--- src/rtl/hilo_mdu_pkg.sv ---
`default_nettype none
// ============================================================================
// Module      : hilo_mdu_pkg
// Description : Shared MDU op codes, FSM state encodings and op-class helpers
//               used by the HI/LO multiply/divide unit and the ID/EX latch.
// Revision    : 1.0 - initial release
// ============================================================================
package hilo_mdu_pkg;

    // MDU op codes, shared with the ID/EX latch
    localparam logic [2:0] c_OP_NONE  = 3'd0;
    localparam logic [2:0] c_OP_MULT  = 3'd1;
    localparam logic [2:0] c_OP_MULTU = 3'd2;
    localparam logic [2:0] c_OP_DIV   = 3'd3;
    localparam logic [2:0] c_OP_DIVU  = 3'd4;
    localparam logic [2:0] c_OP_MTHI  = 3'd5;
    localparam logic [2:0] c_OP_MTLO  = 3'd6;

    // Controller state encodings
    localparam int         c_STATE_W     = 2;
    localparam logic [1:0] c_ST_IDLE     = 2'd0;
    localparam logic [1:0] c_ST_MUL      = 2'd1;
    localparam logic [1:0] c_ST_DIV      = 2'd2;
    localparam logic [1:0] c_ST_DIV_FIX  = 2'd3;

    function automatic logic is_mul_op(input logic [2:0] op);
        return (op == c_OP_MULT) || (op == c_OP_MULTU);
    endfunction

    function automatic logic is_div_op(input logic [2:0] op);
        return (op == c_OP_DIV) || (op == c_OP_DIVU);
    endfunction

endpackage
`default_nettype wire

--- src/rtl/hilo_mdu_div_iter.sv ---
`default_nettype none
// ============================================================================
// Module      : div_iter
// Description : One unsigned restoring radix-2 divide step. Shifts the next
//               dividend bit (MSB of the quotient register) into the partial
//               remainder, trial-subtracts the divisor and shifts the quotient
//               bit into the LSB of the quotient register.
// Revision    : 1.0 - initial release
// ============================================================================
module div_iter #(
    parameter int WIDTH = 32
) (
    input  logic [WIDTH-1:0] i_rem,
    input  logic [WIDTH-1:0] i_quo,
    input  logic [WIDTH-1:0] i_divisor,
    output logic [WIDTH-1:0] o_rem,
    output logic [WIDTH-1:0] o_quo
);

    // Extra top bit so the trial subtraction's borrow is visible
    logic [WIDTH:0] w_shift;
    logic [WIDTH:0] w_diff;

    assign w_shift = {i_rem, i_quo[WIDTH-1]};
    assign w_diff  = w_shift - {1'b0, i_divisor};

    // Keep the difference when no borrow occurred, otherwise restore
    always_comb begin
        if (!w_diff[WIDTH]) begin
            o_rem = w_diff[WIDTH-1:0];
            o_quo = {i_quo[WIDTH-2:0], 1'b1};
        end else begin
            o_rem = w_shift[WIDTH-1:0];
            o_quo = {i_quo[WIDTH-2:0], 1'b0};
        end
    end

endmodule
`default_nettype wire

--- src/rtl/hilo_mdu.sv ---
`default_nettype none
// ============================================================================
// Module      : hilo_mdu
// Description : EX-stage multiply/divide unit owning HI/LO. Multi-cycle
//               MULT/MULTU/DIV/DIVU, single-cycle MTHI/MTLO, flushable by
//               cancel. HI/LO change only at a result edge.
// Revision    : 1.0 - initial release
// ============================================================================
module hilo_mdu
    import hilo_mdu_pkg::*;
#(
    parameter int WIDTH        = 32,
    parameter int MULT_LATENCY = 4
) (
    input  logic             clk,
    input  logic             rst,
    input  logic             start,
    input  logic [2:0]       op,
    input  logic [WIDTH-1:0] rs_data,
    input  logic [WIDTH-1:0] rt_data,
    input  logic             cancel,
    output logic             busy,
    output logic             done,
    output logic [WIDTH-1:0] hi_out,
    output logic [WIDTH-1:0] lo_out
);

    localparam int c_CNT_MAX = (WIDTH > MULT_LATENCY) ? WIDTH - 1 : MULT_LATENCY - 1;
    localparam int c_CNT_W   = (c_CNT_MAX < 1) ? 1 : $clog2(c_CNT_MAX + 1);

    logic [c_STATE_W-1:0] r_state;
    logic [c_STATE_W-1:0] w_state_next;
    logic [c_CNT_W-1:0]   r_cnt;
    logic [WIDTH-1:0]     r_hi;
    logic [WIDTH-1:0]     r_lo;
    logic                 r_done;
    // r_a: multiplicand, or dividend/quotient shift register
    // r_b: multiplier, or divisor magnitude
    logic [WIDTH-1:0]     r_a;
    logic [WIDTH-1:0]     r_b;
    logic [WIDTH-1:0]     r_rem;
    logic [WIDTH-1:0]     r_rs_orig;
    logic                 r_mul_signed;
    logic                 r_neg_q;
    logic                 r_neg_r;

    logic w_accept_mul;
    logic w_accept_div;
    logic w_mul_fin;
    logic w_div_fin;
    logic w_wr_hi;
    logic w_wr_lo;

    // Operand conditioning for signed divide: magnitudes plus recorded signs
    logic             w_rs_neg;
    logic             w_rt_neg;
    logic [WIDTH-1:0] w_rs_abs;
    logic [WIDTH-1:0] w_rt_abs;

    assign w_rs_neg = (op == c_OP_DIV) && rs_data[WIDTH-1];
    assign w_rt_neg = (op == c_OP_DIV) && rt_data[WIDTH-1];
    assign w_rs_abs = w_rs_neg ? (~rs_data + 1'b1) : rs_data;
    assign w_rt_abs = w_rt_neg ? (~rt_data + 1'b1) : rt_data;

    // Single multiplier: sign- or zero-extend to 2*WIDTH, low half of the
    // extended product is the exact signed/unsigned full product
    logic [2*WIDTH-1:0] w_a_ext;
    logic [2*WIDTH-1:0] w_b_ext;
    logic [2*WIDTH-1:0] w_product;

    assign w_a_ext   = {{WIDTH{r_mul_signed & r_a[WIDTH-1]}}, r_a};
    assign w_b_ext   = {{WIDTH{r_mul_signed & r_b[WIDTH-1]}}, r_b};
    assign w_product = w_a_ext * w_b_ext;

    logic [WIDTH-1:0] w_rem_next;
    logic [WIDTH-1:0] w_quo_next;

    div_iter #(
        .WIDTH     (WIDTH)
    ) u_div_iter (
        .i_rem     (r_rem),
        .i_quo     (r_a),
        .i_divisor (r_b),
        .o_rem     (w_rem_next),
        .o_quo     (w_quo_next)
    );

    // Sign fix-up and divide-by-zero override applied at the final edge
    logic             w_div_by_zero;
    logic [WIDTH-1:0] w_quo_final;
    logic [WIDTH-1:0] w_rem_final;

    assign w_div_by_zero = (r_b == '0);
    assign w_quo_final   = w_div_by_zero ? '1        : (r_neg_q ? (~r_a + 1'b1)   : r_a);
    assign w_rem_final   = w_div_by_zero ? r_rs_orig : (r_neg_r ? (~r_rem + 1'b1) : r_rem);

    // Next-state and per-edge action decode; cancel outranks start and completion
    always_comb begin
        w_state_next = r_state;
        w_accept_mul = 1'b0;
        w_accept_div = 1'b0;
        w_mul_fin    = 1'b0;
        w_div_fin    = 1'b0;
        w_wr_hi      = 1'b0;
        w_wr_lo      = 1'b0;
        case (r_state)
            c_ST_IDLE: begin
                if (start && !cancel) begin
                    if (is_mul_op(op)) begin
                        w_accept_mul = 1'b1;
                        w_state_next = c_ST_MUL;
                    end else if (is_div_op(op)) begin
                        w_accept_div = 1'b1;
                        w_state_next = c_ST_DIV;
                    end else if (op == c_OP_MTHI) begin
                        w_wr_hi = 1'b1;
                    end else if (op == c_OP_MTLO) begin
                        w_wr_lo = 1'b1;
                    end
                end
            end
            c_ST_MUL: begin
                if (cancel) begin
                    w_state_next = c_ST_IDLE;
                end else if (r_cnt == '0) begin
                    w_mul_fin    = 1'b1;
                    w_state_next = c_ST_IDLE;
                end
            end
            c_ST_DIV: begin
                if (cancel) begin
                    w_state_next = c_ST_IDLE;
                end else if (r_cnt == '0) begin
                    w_state_next = c_ST_DIV_FIX;
                end
            end
            c_ST_DIV_FIX: begin
                w_state_next = c_ST_IDLE;
                w_div_fin    = !cancel;
            end
            default: w_state_next = c_ST_IDLE;
        endcase
    end

    // State register
    always_ff @(posedge clk or posedge rst) begin
        if (rst) begin
            r_state <= c_ST_IDLE;
        end else begin
            r_state <= w_state_next;
        end
    end

    // Datapath: operand latches, divider iteration, counter, HI/LO and done
    always_ff @(posedge clk or posedge rst) begin
        if (rst) begin
            r_cnt        <= '0;
            r_hi         <= '0;
            r_lo         <= '0;
            r_done       <= 1'b0;
            r_a          <= '0;
            r_b          <= '0;
            r_rem        <= '0;
            r_rs_orig    <= '0;
            r_mul_signed <= 1'b0;
            r_neg_q      <= 1'b0;
            r_neg_r      <= 1'b0;
        end else begin
            r_done <= w_mul_fin | w_div_fin;
            if (w_wr_hi) r_hi <= rs_data;
            if (w_wr_lo) r_lo <= rs_data;
            if (w_accept_mul) begin
                r_a          <= rs_data;
                r_b          <= rt_data;
                r_mul_signed <= (op == c_OP_MULT);
                r_cnt        <= c_CNT_W'(MULT_LATENCY - 1);
            end
            if (w_accept_div) begin
                r_a       <= w_rs_abs;
                r_b       <= w_rt_abs;
                r_rem     <= '0;
                r_rs_orig <= rs_data;
                r_neg_q   <= w_rs_neg ^ w_rt_neg;
                r_neg_r   <= w_rs_neg;
                r_cnt     <= c_CNT_W'(WIDTH - 1);
            end
            if (r_state == c_ST_MUL && r_cnt != '0) begin
                r_cnt <= r_cnt - 1'b1;
            end
            if (r_state == c_ST_DIV && !cancel) begin
                r_rem <= w_rem_next;
                r_a   <= w_quo_next;
                if (r_cnt != '0) r_cnt <= r_cnt - 1'b1;
            end
            if (w_mul_fin) begin
                r_hi <= w_product[2*WIDTH-1:WIDTH];
                r_lo <= w_product[WIDTH-1:0];
            end
            if (w_div_fin) begin
                r_hi <= w_rem_final;
                r_lo <= w_quo_final;
            end
        end
    end

    assign busy   = (r_state != c_ST_IDLE);
    assign done   = r_done;
    assign hi_out = r_hi;
    assign lo_out = r_lo;

    // Protocol check: the hazard unit must not issue while an op is in flight
    a_no_start_while_busy: assert property (@(posedge clk) disable iff (rst) !(start && busy));

endmodule
`default_nettype wire
--- config.mk ---
export PLATFORM = sky130hd
export DESIGN_NAME = hilo_mdu
export DESIGN_NICKNAME = d
export VERILOG_FILES = /design/src/rtl/hilo_mdu_pkg.sv /design/src/rtl/hilo_mdu_div_iter.sv /design/src/rtl/hilo_mdu.sv
export SDC_FILE = /design/constraint.sdc
export NUM_CORES = 2
export LEC_CHECK = 0
export CORE_MARGIN = 2
export CORE_UTILIZATION = 34
export CTS_BUF_LIST = sky130_fd_sc_hd__clkbuf_4 sky130_fd_sc_hd__clkbuf_8
export DETAILED_ROUTE_END_ITERATION = 8
export PLACE_DENSITY_LB_ADDON = 0.12
export SLEW_MARGIN = 20
export SYNTH_ARGS = -nofsm -noshare
export SYNTH_HDL_FRONTEND = slang
export SYNTH_SLANG_ARGS = --single-unit
--- constraint.sdc ---
create_clock -name clk -period 10.3 [get_ports clk]
set_clock_uncertainty 0.1 [all_clocks]
set_input_delay 3.09 -clock clk [delete_from_list [all_inputs] [get_ports clk]]
set_output_delay 3.09 -clock clk [all_outputs]
set_load 0.02 [all_outputs]
== Yosys cells after proc, flatten, opt, wreduce, memory -nomap -nowiden ==
Index checks and enable logic that the tools add are counted.

* Add/subtract/negate cells: 6
* Reductions and logical operators: 19
* Equal/unequal tests: 13
* $mul: 1
* Multiplexer cells: 56
* Bitwise logic cells: 8

{| class="wikitable"
|+ Operators by type and width
! cell !! count
|-
| $mux 32 || 20
|-
| $add 32x1->32 const B || 4
|-
| $not 32->32 || 4
|-
| $mul 33x33->64 || 1
|-
| $sub 33x32->33 || 1
|-
| $logic_not 32->1 || 1
|-
| $mux 5 || 5
|-
| $mux 1 || 23
|-
| $mux 2 || 7
|-
| $eq 3x3->1 const B || 3
|-
| $ne 3x3->1 const B || 3
|-
| $reduce_bool 3->1 || 3
|-
| $pmux 2 s4 || 1
|-
| $eq 3x2->1 const B || 2
|-
| $reduce_bool 2->1 || 3
|-
| $logic_and 1x1->1 || 5
|-
| $logic_not 5->1 || 1
|-
| $reduce_bool 5->1 || 1
|-
| $sub 5x1->5 const B || 1
|-
| $eq 2x2->1 const B || 2
|-
| $reduce_and 4->1 || 1
|-
| $eq 3x1->1 const B || 1
|-
| $and 1x1->1 || 2
|-
| $eq 2x1->1 const B || 1
|-
| 6 further kinds || 7
|}

* Logic and storage cells: 115
* Flip-flop bits (word level): 203
* Output and inout bits: 66
* Input bits: 71

== Logic depth before layout (Yosys ltp) ==
* Depth in word-level cells: 10
* Mapped depth: 30
* Depth with buffers taken out: 27

== Modules after synthesis ==
Synthesis repeated with hierarchy kept, for this count alone.

* Cell total of the unflattened synthesis: 5964
* Area total of the unflattened synthesis: 52434.0 um^2

{| class="wikitable"
|+ Modules (own cells, without submodules)
! module !! times used !! area an instance (um^2) !! seq. area each (um^2) !! cells an instance
|-
| hilo_mdu || 1 || 49895.4 || 5079.9 || 5625
|-
| div_iter || 1 || 2538.7 || 0.0 || 339
|}

== Worst setup path after synthesis ==
No wires, ideal clock.

* Path type: flip-flop to flip-flop
* Start: register r_mul_signed
* End: register r_hi[31], in the netlist hi_out[31]
* Required time: 10.068 ns
* Setup slack: 2.307 ns
* Cell stages (with the launch flop): 30
* Setup time: 0.132 ns
* Arrival: 7.762 ns
* Buffers on the path: 2
* Clock period less this slack: 7.993 ns
* Cells stage by stage: dfrtp_1 > and2_0 > clkbuf_1 > nand2_1 > inv_1 > fa_1 > inv_1 > fa_1 > inv_1 > fa_1 > fa_1 > inv_1 > fa_1 > inv_1 > fa_1 > inv_1 > fa_1 > fa_1 > inv_1 > ha_1 > clkbuf_1 > a21o_1 > a21o_1 > a21oi_1 > o21a_1 > o21ai_0 > o2bb2ai_1 > a211oi_1 > mux2i_1 > o21ai_1

* Word-level cells in the longest chain between the ends: 4
* Elaborated cells on any way between the ends: 5
* Classes of those cells: mul (1); mux (2); bitwise (2)

{| class="wikitable"
|+ RTL lines
! element !! RTL line !! source
|-
| from (decl) || hilo_mdu.sv:43 || <nowiki>logic r_mul_signed;</nowiki>
|-
| from (signal assigned) || hilo_mdu.sv:175 || <nowiki>r_mul_signed <= (op == c_OP_MULT);</nowiki>
|-
| $and 1x1->1, on equally long branches || hilo_mdu.sv:71, hilo_mdu.sv:72 ||
|-
| $mul 33x33->64 (*) || hilo_mdu.sv:73 || <nowiki>assign w_product = w_a_ext * w_b_ext;</nowiki>
|-
| $mux 32 (*) || hilo_mdu.sv:195 || <nowiki>if (w_mul_fin) begin</nowiki>
|-
| $mux 32 (*) || hilo_mdu.sv:199 || <nowiki>if (w_div_fin) begin</nowiki>
|-
| to (signal assigned) || hilo_mdu.sv:170 || <nowiki>if (w_wr_hi) r_hi <= rs_data;</nowiki>
|-
| to (signal assigned) || hilo_mdu.sv:196 || <nowiki>r_hi <= w_product[2*WIDTH-1:WIDTH];</nowiki>
|-
| to (signal assigned) || hilo_mdu.sv:200 || <nowiki>r_hi <= w_rem_final;</nowiki>
|-
| to (decl) || hilo_mdu.sv:34 || <nowiki>logic [WIDTH-1:0] r_hi;</nowiki>
|}

Every way passes the cells marked *; elsewhere a longest branch is shown, timed or not.
A chain may end at the register's enable or synchronous reset.

== Worst setup path after layout ==
* Start: register r_b[2]
* End: register r_hi[20], in the netlist hi_out[20]

* Word-level cells in the longest chain between the ends: 3
* Elaborated cells on any way between the ends: 5
* Classes of those cells: mul (1); mux (3); reduce/logical (1)

{| class="wikitable"
|+ RTL lines
! element !! RTL line !! source
|-
| from (decl) || hilo_mdu.sv:40 || <nowiki>logic [WIDTH-1:0] r_b;</nowiki>
|-
| from (signal assigned) || hilo_mdu.sv:174 || <nowiki>r_b <= rt_data;</nowiki>
|-
| from (signal assigned) || hilo_mdu.sv:180 || <nowiki>r_b <= w_rt_abs;</nowiki>
|-
| $mul 33x33->64 / $logic_not 32->1 (equally long branches) || hilo_mdu.sv:73, hilo_mdu.sv:93 ||
|-
| $mux 32, on equally long branches || hilo_mdu.sv:195, hilo_mdu.sv:95 ||
|-
| $mux 32 (*) || hilo_mdu.sv:199 ||
|}

Marks and branches as above.

==> impl_table.tex <==
\begin{tabular}{lr}
\hline
Metric & Value \\
\hline
\multicolumn{2}{l}{\textbf{Outcome}} \\
Result of the run & complete, no violations \\
\multicolumn{2}{l}{\textbf{CTS}} \\
Count of cells resized by post-cts repair & 0 \\
H-tree lvl count & 2 \\
Skew-Pair Late Insertion Delay & 0.68 ns \\
CTS tree & done \\
CTS sink count & 203 \\
Post CTS Setup Buffer Count & 0 \\
Inserted Clock Buffers & 40 \\
Clock root buffer & sky130\_fd\_sc\_hd\_\_clkbuf\_8 \\
Number of buffers on the longest clock path & 3 \\
Hold-fix buffers, CTS & 0 \\
Clock slew at reported path FFs & 0.06 ns \\
\multicolumn{2}{l}{\textbf{Finish}} \\
Fill cell count & 15800 \\
Layout-stage area growth over the synthesis result & 8.89\% \\
Layout net count & 7310 \\
Fraction of final layout cells sized beyond drive strength 1 & 4.75\% \\
Count of placed standard cells in the final layout, fillers left out & 7926 \\
\multicolumn{2}{l}{\textbf{Critical path}} \\
CP Data Required Time & 10.73 ns \\
Worst setup EP type & register \\
Arr. time, crit path & 9.47 ns \\
Setup CP Type & reg -> reg \\
Peak fanout along the critical path & 23 \\
Critical Path Start Type & register \\
\multicolumn{2}{l}{\textbf{Timing}} \\
Worst Tran Pin Value & 1.18 ns \\
Final setup violation count & 0 \\
Post-route clock period utilization & 87.8\% \\
Number of slew-limit violations in the final report & 0 \\
Worst Hold Margin & 0.379 ns \\
Final WS setup & 1.26 ns \\
Unrepaired setup endpoints after global routing & false \\
Final Hold Fails & 0 \\
Clock period minus final worst setup slack & 9.04 ns \\
Setup tns final & 0 ns \\
Highest Clock Rate & 0.111 GHz \\
Slew Limit Headroom & 21.0\% \\
\multicolumn{2}{l}{\textbf{Job}} \\
Max-cap viol count & 0 \\
\multicolumn{2}{l}{\textbf{Detailed routing}} \\
Detailed Routing Iterations Pass 1 & 7 \\
Residual DRC & 0 \\
Average routed wire per standard cell & 24.3 µm \\
Number of vias after detailed routing & 40700 \\
Antenna Violating Nets Remaining & 0 \\
Iteration-0 DRC Markers & 3121 \\
Vias per cell & 5.14 \\
Final routed wirelength across all metal layers & 193 mm \\
\multicolumn{2}{l}{\textbf{Floorplanning}} \\
Area of the placeable core & 152000 µm² \\
Die height & 394 µm \\
Site Rows & 143 \\
Number of top-level pins & 137 \\
Initial cell density of the core & 34.1\% \\
Total Die Area & 155000 µm² \\
Width of the die & 394 µm \\
\multicolumn{2}{l}{\textbf{Synthesis}} \\
Leading register cell type out of synthesis & sky130\_fd\_sc\_hd\_\_dfrtp\_1 \\
Most frequent cell after synthesis & sky130\_fd\_sc\_hd\_\_inv\_1 \\
Ranking of synthesized cells by instance count & sky130\_fd\_sc\_hd\_\_inv\_1 (1187), sky130\_fd\_sc\_hd\_\_fa\_1 (1126), sky130\_fd\_sc\_hd\_\_nand2\_1 (998) \\
Yosys top cell by area & sky130\_fd\_sc\_hd\_\_fa\_1 \\
Post-Synthesis Cells & 5916 \\
Area share of the largest cell type after synthesis & 43.6\% \\
Largest cells by area after synthesis & sky130\_fd\_sc\_hd\_\_fa\_1 (44\%), sky130\_fd\_sc\_hd\_\_dfrtp\_1 (9.8\%), sky130\_fd\_sc\_hd\_\_inv\_1 (8.6\%) \\
Post-synth design cell area & 51700 µm² \\
Net count after synthesis & 7363 \\
Number of warnings reported in the yosys synthesis log & 0 \\
Avg Inst Size Synth & 8.75 µm² \\
Portion of the post-synthesis area used by sequential elements & 9.82\% \\
Number of enable-type register cells in the synthesized netlist & 0 \\
Synth cell types & 86 \\
Synthesis-stage register bit count & 203 \\
Async SR Flop Fraction & 100\% \\
\multicolumn{2}{l}{\textbf{Global route}} \\
First-pass GRT wire length & 292 mm \\
Pin count of the biggest net entering global routing & 128 \\
Remaining global-route overflow & 0 \\
Total GRT Usage & 25.3\% \\
Via count of the first global-routing pass & 43700 \\
Number of antenna violations at the first check in global routing & 23 \\
\multicolumn{2}{l}{\textbf{Placed design}} \\
Dpl cells & 7851 \\
Detail Placement HPWL & 155 mm \\
Count of port buffers added during placement & 136 \\
Final estimated routing congestion in global placement & 0.888 \\
Worst Setup Slack post-DPL & 1.30 ns \\
\multicolumn{2}{l}{\textbf{Min path}} \\
Hold Path Class & reg -> reg \\
\hline
\end{tabular}
## critical path, cell delays in order (launching register included)
cell                       delay, ns
sky130_fd_sc_hd__dfrtp_1        1.07
sky130_fd_sc_hd__and3_1         0.31
sky130_fd_sc_hd__fa_1           0.52
sky130_fd_sc_hd__fa_1           0.63
sky130_fd_sc_hd__fa_1           0.53
sky130_fd_sc_hd__inv_1          0.54
sky130_fd_sc_hd__fa_1           0.52
sky130_fd_sc_hd__inv_1          0.09
sky130_fd_sc_hd__fa_1           0.45
sky130_fd_sc_hd__fa_1           0.51
sky130_fd_sc_hd__fa_1           0.49
sky130_fd_sc_hd__inv_1          0.05
sky130_fd_sc_hd__fa_1           0.59
sky130_fd_sc_hd__inv_1          0.06
sky130_fd_sc_hd__ha_1           0.37
sky130_fd_sc_hd__a21oi_1        0.20
sky130_fd_sc_hd__o21ai_0        0.17
sky130_fd_sc_hd__nor3_1         0.38
sky130_fd_sc_hd__nand2_1        0.10
sky130_fd_sc_hd__a211o_1        0.35
sky130_fd_sc_hd__a41oi_2        0.32
sky130_fd_sc_hd__xnor2_1        0.19
sky130_fd_sc_hd__a221oi_1       0.29
sky130_fd_sc_hd__a21oi_1        0.10
## sequential cells by signal, summed over array words and instances, names as in the netlist
name	flops
done	1
hi_out	32
lo_out	32
r_a	32
r_b	32
r_cnt	5
r_mul_signed	1
r_neg_q	1
r_neg_r	1
r_rem	32
r_rs_orig	32
r_state	2
## per-layer routing
layer / global-route usage [%] / routed length, µm / vias up
met5: 0 / 42 / -
met4: 7.65 / 6630 / 6
met3: 2.94 / 10500 / 250
met2: 42.9 / 93700 / 1235
met1: 33.9 / 82000 / 21300
li1: - / - / 17900
## cells by family (layout without fill, tap and decap cells)
kind of cell	after synthesis	in the layout	share of synthesized area, %
AOI/OAI and AO/OA	711	711	8.77
xor gates and xnor gates	210	210	3.61
adders and majority gates	1376	1376	49.6
buffers and inverters	1556	1531	11.3
DFF	203	203	9.82
muxes	42	42	0.885
other	0	5	0
and+or+nand+nor	1818	1818	16.0
## through the flow
| stage | util (%) | cell area (µm²) |
|---|---|---|
| global placement | 36.6 | 55400 |
| detailed placement | 36.6 | 55400 |
| CTS | 37.2 | 56300 |
| global route | 37.2 | 56300 |
| floorplan | - | 51700 |
| finish | 37.2 | 56300 |
## final timing paths
| path | startpoint | end | slack [ns] | depth (start not counted) |
|---|---|---|---|---|
| max | r_b[2]$_DFFE_PP0P_ | hi_out[20]$_DFFE_PP0P_ | 1.26 | 23 |
| min in group asynchronous | rst | lo_out[16]$_DFFE_PP0P_ | 2.85 | 2 |
| max in group asynchronous | rst | hi_out[28]$_DFFE_PP0P_ | 5.97 | 3 |
| max reg2reg | r_b[2]$_DFFE_PP0P_ | hi_out[20]$_DFFE_PP0P_ | 1.26 | 23 |
| min | lo_out[18]$_DFFE_PP0P_ | lo_out[18]$_DFFE_PP0P_ | 0.38 | 1 |
| min reg2reg | lo_out[18]$_DFFE_PP0P_ | lo_out[18]$_DFFE_PP0P_ | 0.38 | 1 |
## cells in the final DEF, fill, tap and decap left out, drive strengths merged, types with 9 or more instances in the layout
cell	synthesis	final
inv	1187	1190
fa	1126	1126
nand2	998	998
and2	293	293
ha	250	250
nor2	216	216
dfrtp	203	203
o21ai	203	203
a21oi	167	167
buf	59	137
clkdlybuf4s50	0	136
xnor2	114	114
xor2	96	96
nand3	89	89
clkbuf	309	62
a31oi	46	46
a21o	44	44
nor3	40	40
o31ai	35	35
and3	31	31
o22ai	31	31
mux2	30	30
nand4	26	26
o211ai	25	25
a221oi	20	20
nor4	20	20
or3	18	18
a211oi	16	16
o21bai	15	15
nor2b	15	15
o21a	15	15
o41ai	15	15
or2	15	15
or4	13	13
nand2b	13	13
mux2i	12	12
a32oi	9	9
nor3b	9	9
## area by class of cell
cell class	count	area, µm²	share of cell area, %
multi-input combinational	4157	40900	72.5
sequential	203	5080	9.02
inverter	1188	4470	7.93
tap	2030	2540	4.51
timing repair buffer	273	2450	4.35
clock buffer	62	816	1.45
clock inverter	8	119	0.211
antenna	5	12.5	0.0222
Power is left out: the tool's default activity adds up to more than one toggle a clock period on the data nets, which glitch-free logic cannot reach.
